## src/rtl/bcd_to_binary_if.sv

```systemverilog
// Request/result bundle for the 3-digit BCD to binary converter.
interface bcd_to_binary_if;
    logic       start;
    logic [3:0] hundreds;
    logic [3:0] tens;
    logic [3:0] ones;
    logic       busy;
    logic       done;
    logic [9:0] binary_value;
    logic       err;

    modport master (
        output start, hundreds, tens, ones,
        input  busy, done, binary_value, err
    );

    modport slave (
        input  start, hundreds, tens, ones,
        output busy, done, binary_value, err
    );
endinterface

```

## src/rtl/bcd_to_binary.sv

```systemverilog
// Sequential 3-digit BCD to 10-bit binary converter (reverse double dabble,
// one iteration per clock, ten iterations per conversion).
module bcd_to_binary (
    input  logic           clk,
    input  logic           rst_n,
    bcd_to_binary_if.slave bus
);
    typedef enum logic [1:0] {IDLE, SHIFT, DONE} state_t;

    state_t      state, state_nxt;
    logic [21:0] work, work_shr, work_iter;
    logic [3:0]  cnt;
    logic        err_q;
    logic        dig_bad;
    logic        busy_q, done_q, err_o;
    logic [9:0]  bin_q;

    assign dig_bad = (bus.hundreds > 4'd9) | (bus.tens > 4'd9) | (bus.ones > 4'd9);

    // Shift right, then pull each BCD nibble that landed at >= 8 back by 3.
    always_comb begin
        work_shr  = work >> 1;
        work_iter = work_shr;
        if (work_shr[21]) work_iter[21:18] = work_shr[21:18] - 4'd3;
        if (work_shr[17]) work_iter[17:14] = work_shr[17:14] - 4'd3;
        if (work_shr[13]) work_iter[13:10] = work_shr[13:10] - 4'd3;
    end

    always_comb begin
        state_nxt = state;
        case (state)
            IDLE:    if (bus.start) state_nxt = dig_bad ? DONE : SHIFT;
            SHIFT:   if (cnt == 4'd9) state_nxt = DONE;
            DONE:    state_nxt = IDLE;
            default: state_nxt = IDLE;
        endcase
    end

    always_ff @(posedge clk or negedge rst_n) begin
        if (!rst_n) begin
            state  <= IDLE;
            work   <= '0;
            cnt    <= '0;
            err_q  <= 1'b0;
            busy_q <= 1'b0;
            done_q <= 1'b0;
            err_o  <= 1'b0;
            bin_q  <= '0;
        end else begin
            state  <= state_nxt;
            busy_q <= (state_nxt != IDLE);
            done_q <= 1'b0;
            case (state)
                IDLE: if (bus.start) begin
                    cnt <= '0;
                    if (dig_bad) begin
                        err_q <= 1'b1;
                        work  <= '0;
                    end else begin
                        err_q <= 1'b0;
                        work  <= {bus.hundreds, bus.tens, bus.ones, 10'b0};
                    end
                end
                SHIFT: begin
                    work <= work_iter;
                    cnt  <= cnt + 4'd1;
                end
                DONE: begin
                    // Results publish only here so they stay stable between done pulses.
                    done_q <= 1'b1;
                    err_o  <= err_q;
                    bin_q  <= err_q ? 10'd0 : work[9:0];
                    cnt    <= '0;
                end
                default: ;
            endcase
        end
    end

    assign bus.busy         = busy_q;
    assign bus.done         = done_q;
    assign bus.err          = err_o;
    assign bus.binary_value = bin_q;
endmodule
```

## src/flat_wrapper.sv

```systemverilog
// flat-port wrapper written by rule: the top's interface ports become plain ports
module bcd_to_binary_flat 
  (clk, rst_n, bus_start, bus_hundreds, bus_tens, bus_ones, bus_busy, bus_done, bus_binary_value, bus_err);
  bcd_to_binary_if bus_i ();
  input  logic clk;
  input  logic rst_n;
  input wire logic [$bits(bus_i.start)-1:0] bus_start;
  input wire logic [$bits(bus_i.hundreds)-1:0] bus_hundreds;
  input wire logic [$bits(bus_i.tens)-1:0] bus_tens;
  input wire logic [$bits(bus_i.ones)-1:0] bus_ones;
  output wire logic [$bits(bus_i.busy)-1:0] bus_busy;
  output wire logic [$bits(bus_i.done)-1:0] bus_done;
  output wire logic [$bits(bus_i.binary_value)-1:0] bus_binary_value;
  output wire logic [$bits(bus_i.err)-1:0] bus_err;
  assign bus_i.start = bus_start;
  assign bus_i.hundreds = bus_hundreds;
  assign bus_i.tens = bus_tens;
  assign bus_i.ones = bus_ones;
  assign bus_busy = bus_i.busy;
  assign bus_done = bus_i.done;
  assign bus_binary_value = bus_i.binary_value;
  assign bus_err = bus_i.err;
  bcd_to_binary u_core (.clk(clk), .rst_n(rst_n), .bus(bus_i));
endmodule
```

## config.mk

```make
export PLATFORM = sky130hd
export DESIGN_NAME = bcd_to_binary_flat
export DESIGN_NICKNAME = d
export VERILOG_FILES = /design/src/rtl/bcd_to_binary_if.sv /design/src/rtl/bcd_to_binary.sv /design/src/flat_wrapper.sv
export SDC_FILE = /design/constraint.sdc
export NUM_CORES = 1
export LEC_CHECK = 0
export BUFFER_PORTS_ARGS = -buffer_cell sky130_fd_sc_hd__buf_2
export CAP_MARGIN = 20
export CORE_ASPECT_RATIO = 0.7
export CORE_MARGIN = 5
export CORE_UTILIZATION = 55
export CTS_CLUSTER_DIAMETER = 200
export CTS_CLUSTER_SIZE = 30
export DETAILED_ROUTE_END_ITERATION = 7
export PLACE_DENSITY = 0.77
export SYNTH_ARGS = -nofsm -noshare
export SYNTH_HDL_FRONTEND = slang
export SYNTH_SLANG_ARGS = --single-unit
export TNS_END_PERCENT = 5
```

## constraint.sdc

```tcl
create_clock -name clk -period 1.5 [get_ports clk]
set_input_delay 0.15 -clock clk [delete_from_list [all_inputs] [get_ports clk]]
set_output_delay 0.15 -clock clk [all_outputs]
set_load 0.1 [all_outputs]
```

Word level (Yosys, flattened, before mapping). Cells that the tools add are included.

$add $sub $neg: 3. Order comparisons: 3. Mux-type cells: 14. Reduce and logical (&&, ||, !) cells: 7. Equal/unequal tests: 4. Bitwise gates (word level): 2.

Operators with widths (count): 22-bit 2-to-1 mux (2); 22-bit case mux with 2 select lines (1); 4-bit > comparator, second input constant (3); 4-bit 2-to-1 mux (3); 4-bit case mux with 3 select lines (1); 10-bit 2-to-1 mux (1); 4-bit by 2-bit subtractor with 4-bit output, second input constant (2); 2-bit 2-to-1 mux (3); 2-bit AND reduction (3); 4-bit by 1-bit adder with 4-bit output, second input constant (1); 4-bit equality test, second input constant (1); 2-bit case mux with 2 select lines (1); 2-bit nonzero test (2); 3-bit nonzero test (1); 2-bit by 1-bit equality test with 1-bit output, second input constant (1); 2-bit equality test, second input constant (1); 2-bit logical NOT (1); 1-bit 2-to-1 mux (2); 2-bit inequality test, second input constant (1); 1-bit bitwise OR (2).

Flip-flop bits (word level): 42. Input bits: 15. Output and inout bits: 13. Word-level logic and storage cells: 41.

Longest topological paths before layout. Gate-level depths: netlist of the first run.

Depth in word-level cells: 7. Gate-level depth with buffers: 7. Depth with buffers taken out: 5.

Worst setup path before layout of the first run. No wires, ideal clock.

Kind: reg-to-reg. Start point: register u_core.state[0]. End point: register u_core.work[12]. Clock period less this slack: 1363 ps. Cell stages (with the launch flop): 6. Arrival: 1237 ps. Path buffers: 2. Setup time: 126 ps. Required time: 1374 ps. Path slack: 137 ps. Cells stage by stage: dfrtp_1 > nor2_1 > or2_1 > buf_2 > buf_6 > a221o_1.

Word-level cells in the longest chain between the ends: 3. Elaborated cells between the ends (all ways): 6. Those cells by class: eq/ne: 2; mux: 1; reduce/logical: 3.

Ends and longest elaborated chain: start, declared (line bcd_to_binary.sv:10) `state_t state, state_nxt;`; start signal, assigned (line bcd_to_binary.sv:50) `state <= state_nxt;`; 2-bit by 1-bit equality test with 1-bit output / 2-bit logical NOT (equally long branches) (line bcd_to_binary.sv:53) `case (state)`; 2-bit nonzero test (no line) / 2-bit inequality test (equally long branches); 2-bit AND reduction (no line); end signal, assigned (line bcd_to_binary.sv:61) `work <= {bus.hundreds, bus.tens, bus.ones, 10'b0};`; end signal, assigned (line bcd_to_binary.sv:65) `work <= work_iter;`; end, declared (line bcd_to_binary.sv:11) `logic [21:0] work, work_shr, work_iter;`.

Several ways; a longest one is shown, not always the timed one. A chain may end at the register's enable or synchronous reset.

Worst setup path after layout of the first run.
Start point: register u_core.state[0]. End point: register u_core.work[15].

Same word-level chain as after synthesis.

==> results.ini, run 1 <==
[run_status]
status = complete, no violations

[power_and_ir_drop]
power_frac_comb = 0.371
switching_share = 0.4033
vdd_drop_max_mv = 0.8388
p_leak_nw = 1.082
powerDensity_nw_per_um2 = 1691
seqPwrFrac = 0.427
clkPwrFrac = 0.202
cell_internal_pwr_mw = 2.188
total_power_mw = 3.666
switchingPower_mw = 1.479

[floorplan]
row_count = 17
die_y_um = 58.94
initial_utilization = 0.5859
io-pin-count = 28
die_w_um = 79.91
dieArea_um2 = 4710
coreArea_um2 = 3212

[run]
maxCapViolations = 0

[timing]
finalHoldViolations = 0
period_minus_slack_ns = 1.381
fin_setup_tns_ns = 0
finalCritPeriodShare = 0.9207
timing.final.max_slew_violations = 0
finalSetupViolCount = 0
finClkSkew_ns = 0.003836
tightest_slew_ns = 0.5149
max_freq_mhz = 724.1
slew_headroom = 0.6568
rsz0062_at_grt = false

[logic_synthesis]
avgSynthCellArea_um2 = 10.40
synthesis.area_um2 = 1882
synth_warnings = 0
ys_types = 29
syn-instance-count = 181
syn_nets = 200
seq_area_frac_synth = 0.5585
ys_ff_latch = 42

[critical_path]
crit_type = reg -> reg
end_kind = register
cp.required_ns = 1.67
cp_max_fo = 13
start_kind = register
r2r_setup_slack_ns = 0.12
reg2reg_to = u_core.work[15]
rr_startpoint = u_core.state[0]
cp.arrival_ns = 1.55
r2r_cells = 4

[finish]
final_cell_mix = dfrtp_1, buf_2, nand2_1
area_growth_syn_to_layout_pct = 15.23
drive_gt1_frac = 0.1981
nets = 230
final_util = 0.6751
n_antenna_cell = 0
final_common_cell = dfrtp_1

[grt]
gr-total-overflow = 0
groute.usage.overall = 0.1805
grt_pass1_wl_um = 6568
grt_pass1_vias = 1388
grt_max_degree = 43
antenna_found_initial = 0

[detailed_routing]
drt_pass1_iterations = 4
finalWirelength_um = 3892
vias = 1450
vias_per_cell = 5.598
wire_per_inst_um = 15.03
ant_nets = 0
drc_errors = 0
drt_iter0_drc = 108

[clock_tree]
cts_sinks = 42
cts_buffer_depth = 2
clockRootBuffer = clkbuf_8
htree_num_levels = 2
cts_tree = done
clkLatencyLatePin_ns = 0.29
cts_made_buffers = 5
cts.clk_slew.worst_paths_ns = 0.08

[placement]
portBuffers = 27
place.gp.congestion = 0.8129
dp_hpwl_um = 2797

[hold_path]
min-delay-start = bus_hundreds[0]
min_delay_path_depth = 2
hp-class = in -> reg
min_to = u_core.work[18]

layer usage:
metal / share of wire / vias up / GRT usage
met2: 0.46 / 32 / 0.2712
met5: 0 / - / 0
met4: 0.0072 / 0 / 0.05542
met3: 0.040 / 4 / 0.04893
li1: - / 697 / -
met1: 0.49 / 717 / 0.2564
through the flow:
stage	instances	instance area, um2	setup WS, ns	hold slack (ns)
after floorplan	181	1882	0.1371	-0.1456
after global placement	250	2064	0.07345	0.2308
after detailed placement	250	2064	0.05705	0.2493
after CTS	259	2166	0.08388	0.05900
after global routing	259	2168	0.05000	0.04982
final	259	2168	0.1190	0.05966
state kept, by name, indices dropped and copies added (netlist names):
signal / count
u_core.work: 22
u_core.bus.binary_value: 10
u_core.cnt: 4
u_core.state: 2
u_core.bus.busy: 1
u_core.bus.done: 1
u_core.bus.err: 1
u_core.err_q: 1
synth_stat cells (all sizes together):
| cell | count | area share |
|---|---|---|
| a31oi | 3 | 0.010 |
| ha | 4 | 0.027 |
| and3 | 2 | 0.0066 |
| o211ai | 2 | 0.0080 |
| o21ai | 18 | 0.048 |
| nor3 | 2 | 0.0053 |
| o31a | 1 | 0.0047 |
| xnor2 | 4 | 0.019 |
| nand2b | 4 | 0.013 |
| a21o | 6 | 0.024 |
| a22o | 14 | 0.065 |
| nand2 | 23 | 0.046 |
| nor4b | 1 | 0.0047 |
| dfrtp | 42 | 0.56 |
| o41ai | 1 | 0.0047 |
| nor2 | 10 | 0.020 |
| a221o | 5 | 0.027 |
| nand3 | 6 | 0.016 |
| nor2b | 2 | 0.0066 |
| nor3b | 1 | 0.0040 |
| mux2i | 2 | 0.011 |
| buf | 5 | 0.020 |
| inv | 8 | 0.016 |
| o22ai | 1 | 0.0033 |
| clkbuf | 7 | 0.014 |
| a21oi | 6 | 0.016 |
| or2 | 1 | 0.0033 |
power by group through the flow:
stage	sequential (mW)	clock (mW)	combinational (mW)
global route	1.60	0.806	1.48
CTS	1.56	0.751	1.36
global placement	1.56	0	1.29
floorplan	1.83	0	0.791
finish	1.57	0.739	1.36
detailed placement	1.58	0	1.34
critical path, cell delays in order, from the launching register on:
cell and delay [ns]:
dfrtp_1 0.41, buf_4 0.19, nand2b_1 0.27, nor2_1 0.10, a221o_1 0.29
kinds of logic (layout without fill, tap and decap cells):
logic type	count (synthesis)	count (layout)	share of synthesized area
adder cells (fa/ha/maj)	4	4	0.02660
AO/OA/AOI/OAI	57	57	0.2101
buffers and inverters	20	51	0.04987
flip-flops	42	42	0.5585
AND/OR/NAND/NOR	52	52	0.1257
XOR/XNOR	4	4	0.01862
multiplexers	2	2	0.01064
final cells by class:
| cell class | instances | area, um2 |
|---|---|---|
| sequential | 42 | 1051 |
| fill | 257 | 1044 |
| multi-input combinational | 119 | 739.5 |
| timing repair buffer | 35 | 197.7 |
| clock buffer | 7 | 86.33 |
| tap | 47 | 58.81 |
| inverter | 8 | 30.03 |
| clock inverter | 1 | 5.005 |
worst max-delay path by stage:
stage / cells past startpoint / to / start / slack, ns
floorplan: 5 / u_core.work[12] / u_core.state[0] / 0.14
global placement: 5 / u_core.work[16] / bus_hundreds[2] / 0.07
detailed placement: 5 / u_core.work[15] / bus_hundreds[2] / 0.06
CTS: 3 / u_core.work[5] / u_core.state[0] / 0.08
global route: 4 / u_core.work[7] / u_core.state[0] / 0.05
finish: 4 / u_core.work[15] / u_core.state[0] / 0.12
what timing repair did:
item,in CTS,in global routing
endpoints found under the setup margin,0,10
hold buffers,1,0
setup buffers,0,0
gates resized for setup,0,1
hold endpoints to repair,42,0
Note: power is estimated with default switching activity, not from simulation.
==> run 2: changes to the inputs <==
Settings changed: CORE_UTILIZATION 55 to 40, PLACE_DENSITY 0.77 to not set.
==> run 2 against run 1 <==
Against the previous run: utilization fell by 19 points; global-route usage fell by 4.1 points; final area fell by 0.12%; cell count rose by 2.7%; non-clock buffer count did not move; first-iteration DRC count fell by 60%; critical path type unchanged; highest routed layer unchanged.
==> results.ini, run 2 (same netlist as run 1, synthesis figures left out) <==
[placement]
place_inst = 258
place.gp.congestion = 0.7525
placed_area_um2 = 2074
place_ws_ns = 0.009973
portBuffers = 27
dp_hpwl_um = 2851

[finish]
final_cell_mix = dfrtp_1, buf_2, nand2_1
nets = 230
largest_register_ffs = 22
area_growth_syn_to_layout_pct = 15.09
n_antenna_cell = 0
fin_area_um2 = 2166
final_common_cell = dfrtp_1
top_register = u_core.work
drive_gt1_frac = 0.1991
final_util = 0.4862
fillers = 424
stdcell_count = 266

[detailed_routing]
ant_nets = 0
drt_pass1_iterations = 4
vias = 1423
finalWirelength_um = 3932
drt_iter0_drc = 43
drc_errors = 0
wire_per_inst_um = 14.78
vias_per_cell = 5.350

[run]
maxCapViolations = 0

[timing]
finalHoldViolations = 0
timing.final.max_slew_violations = 0
period_minus_slack_ns = 1.401
slew_headroom = 0.6504
rsz0062_at_grt = false
finClkSkew_ns = 0.006128
fin_setup_tns_ns = 0
worst_slack_ns = 0.09854
tightest_slew_ns = 0.5245
finalCritPeriodShare = 0.9343
max_freq_mhz = 713.5
finalSetupViolCount = 0
whs_ns = 0.06222

[clock_tree]
clockRootBuffer = clkbuf_8
clkLatencyLatePin_ns = 0.29
cts_buffer_depth = 2
cts_setup_buffers = 0
cts_sinks = 42
htree_num_levels = 2
cts.clk_slew.worst_paths_ns = 0.07
cts_tree = done
cts_made_buffers = 5

[floorplan]
dieArea_um2 = 6198
coreArea_um2 = 4454
io-pin-count = 28
row_count = 20
initial_utilization = 0.4225
die_w_um = 91.98
die_y_um = 67.39

[power_and_ir_drop]
total_power_mw = 3.589
powerDensity_nw_per_um2 = 1657
vdd_drop_max_mv = 0.7976
p_leak_nw = 1.078

[critical_path]
rr_startpoint = u_core.state[1]
end_kind = register
start_kind = register
cp_max_fo = 14
endpoint = u_core.work[4]
crit_type = reg -> reg
reg2reg_to = u_core.work[4]
r2r_setup_slack_ns = 0.1
startpoint = u_core.state[1]
cp.required_ns = 1.67
r2r_cells = 3
cp.arrival_ns = 1.57

[hold_path]
hp-class = in -> reg

[grt]
grt_pass1_wl_um = 6624
gr-total-overflow = 0
grt_max_degree = 43
grt_pass1_vias = 1417
antenna_found_initial = 0
groute.usage.overall = 0.1396

[run_status]
status = complete, no violations

-- run 2: cell types whose count changed in the layout (fill, tap and decap cells not counted), sizes merged --
cell / delta
clkbuf: -2
clkinv: +1
-- run 2: critical path: stages, from the launching register on --
cell and delay [ns]:
dfrtp_1 0.43, or2_1 0.42, buf_4 0.25, a22o_1 0.19
-- run 2: what timing repair did --
action | in CTS | in global routing
hold endpoints to repair | 42 | 0
resized for setup | 0 | 1
hold buffers | 1 | 0
endpoints found under the setup margin | 0 | 11
-- run 2: where the power goes --
group | switching (mW) | internal (mW)
clock network | 0.369 | 0.313
registers | 0.205 | 1.36
logic | 0.887 | 0.460
-- run 2: worst min path at each step --
stage          slack (ns)                         end  cells after the start       startpoint
2_1_floorplan       -0.15  u_core.bus.binary_value[0]                      0            rst_n
3_3_place_gp         0.24             u_core.work[17]                      2            rst_n
3_5_place_dp         0.25             u_core.work[14]                      2            rst_n
4_1_cts              0.05             u_core.work[18]                      2  bus_hundreds[0]
5_1_grt              0.04             u_core.work[18]                      2  bus_hundreds[0]
6_report             0.06             u_core.work[18]                      2  bus_hundreds[0]
-- run 2: metal layers --
layer,GRT usage,up-vias,wire [um]
li1,-,699,-
met1,0.1705,685,1869
met2,0.2355,34,1839
met3,0.04120,5,166
met4,0.05741,0,56
met5,0,-,0
-- run 2: cell type report --
cell class              instances  area [um2]  area share
multi-input cells             119       739.5      0.3414
flip-flops and latches         42        1051      0.4853
inverters                       8       30.03     0.01386
clock buffers                   5       68.82     0.03177
clock inverters                 2       10.01    0.004622
repair buffers                 35       197.7     0.09128
well taps                      55       68.82     0.03177
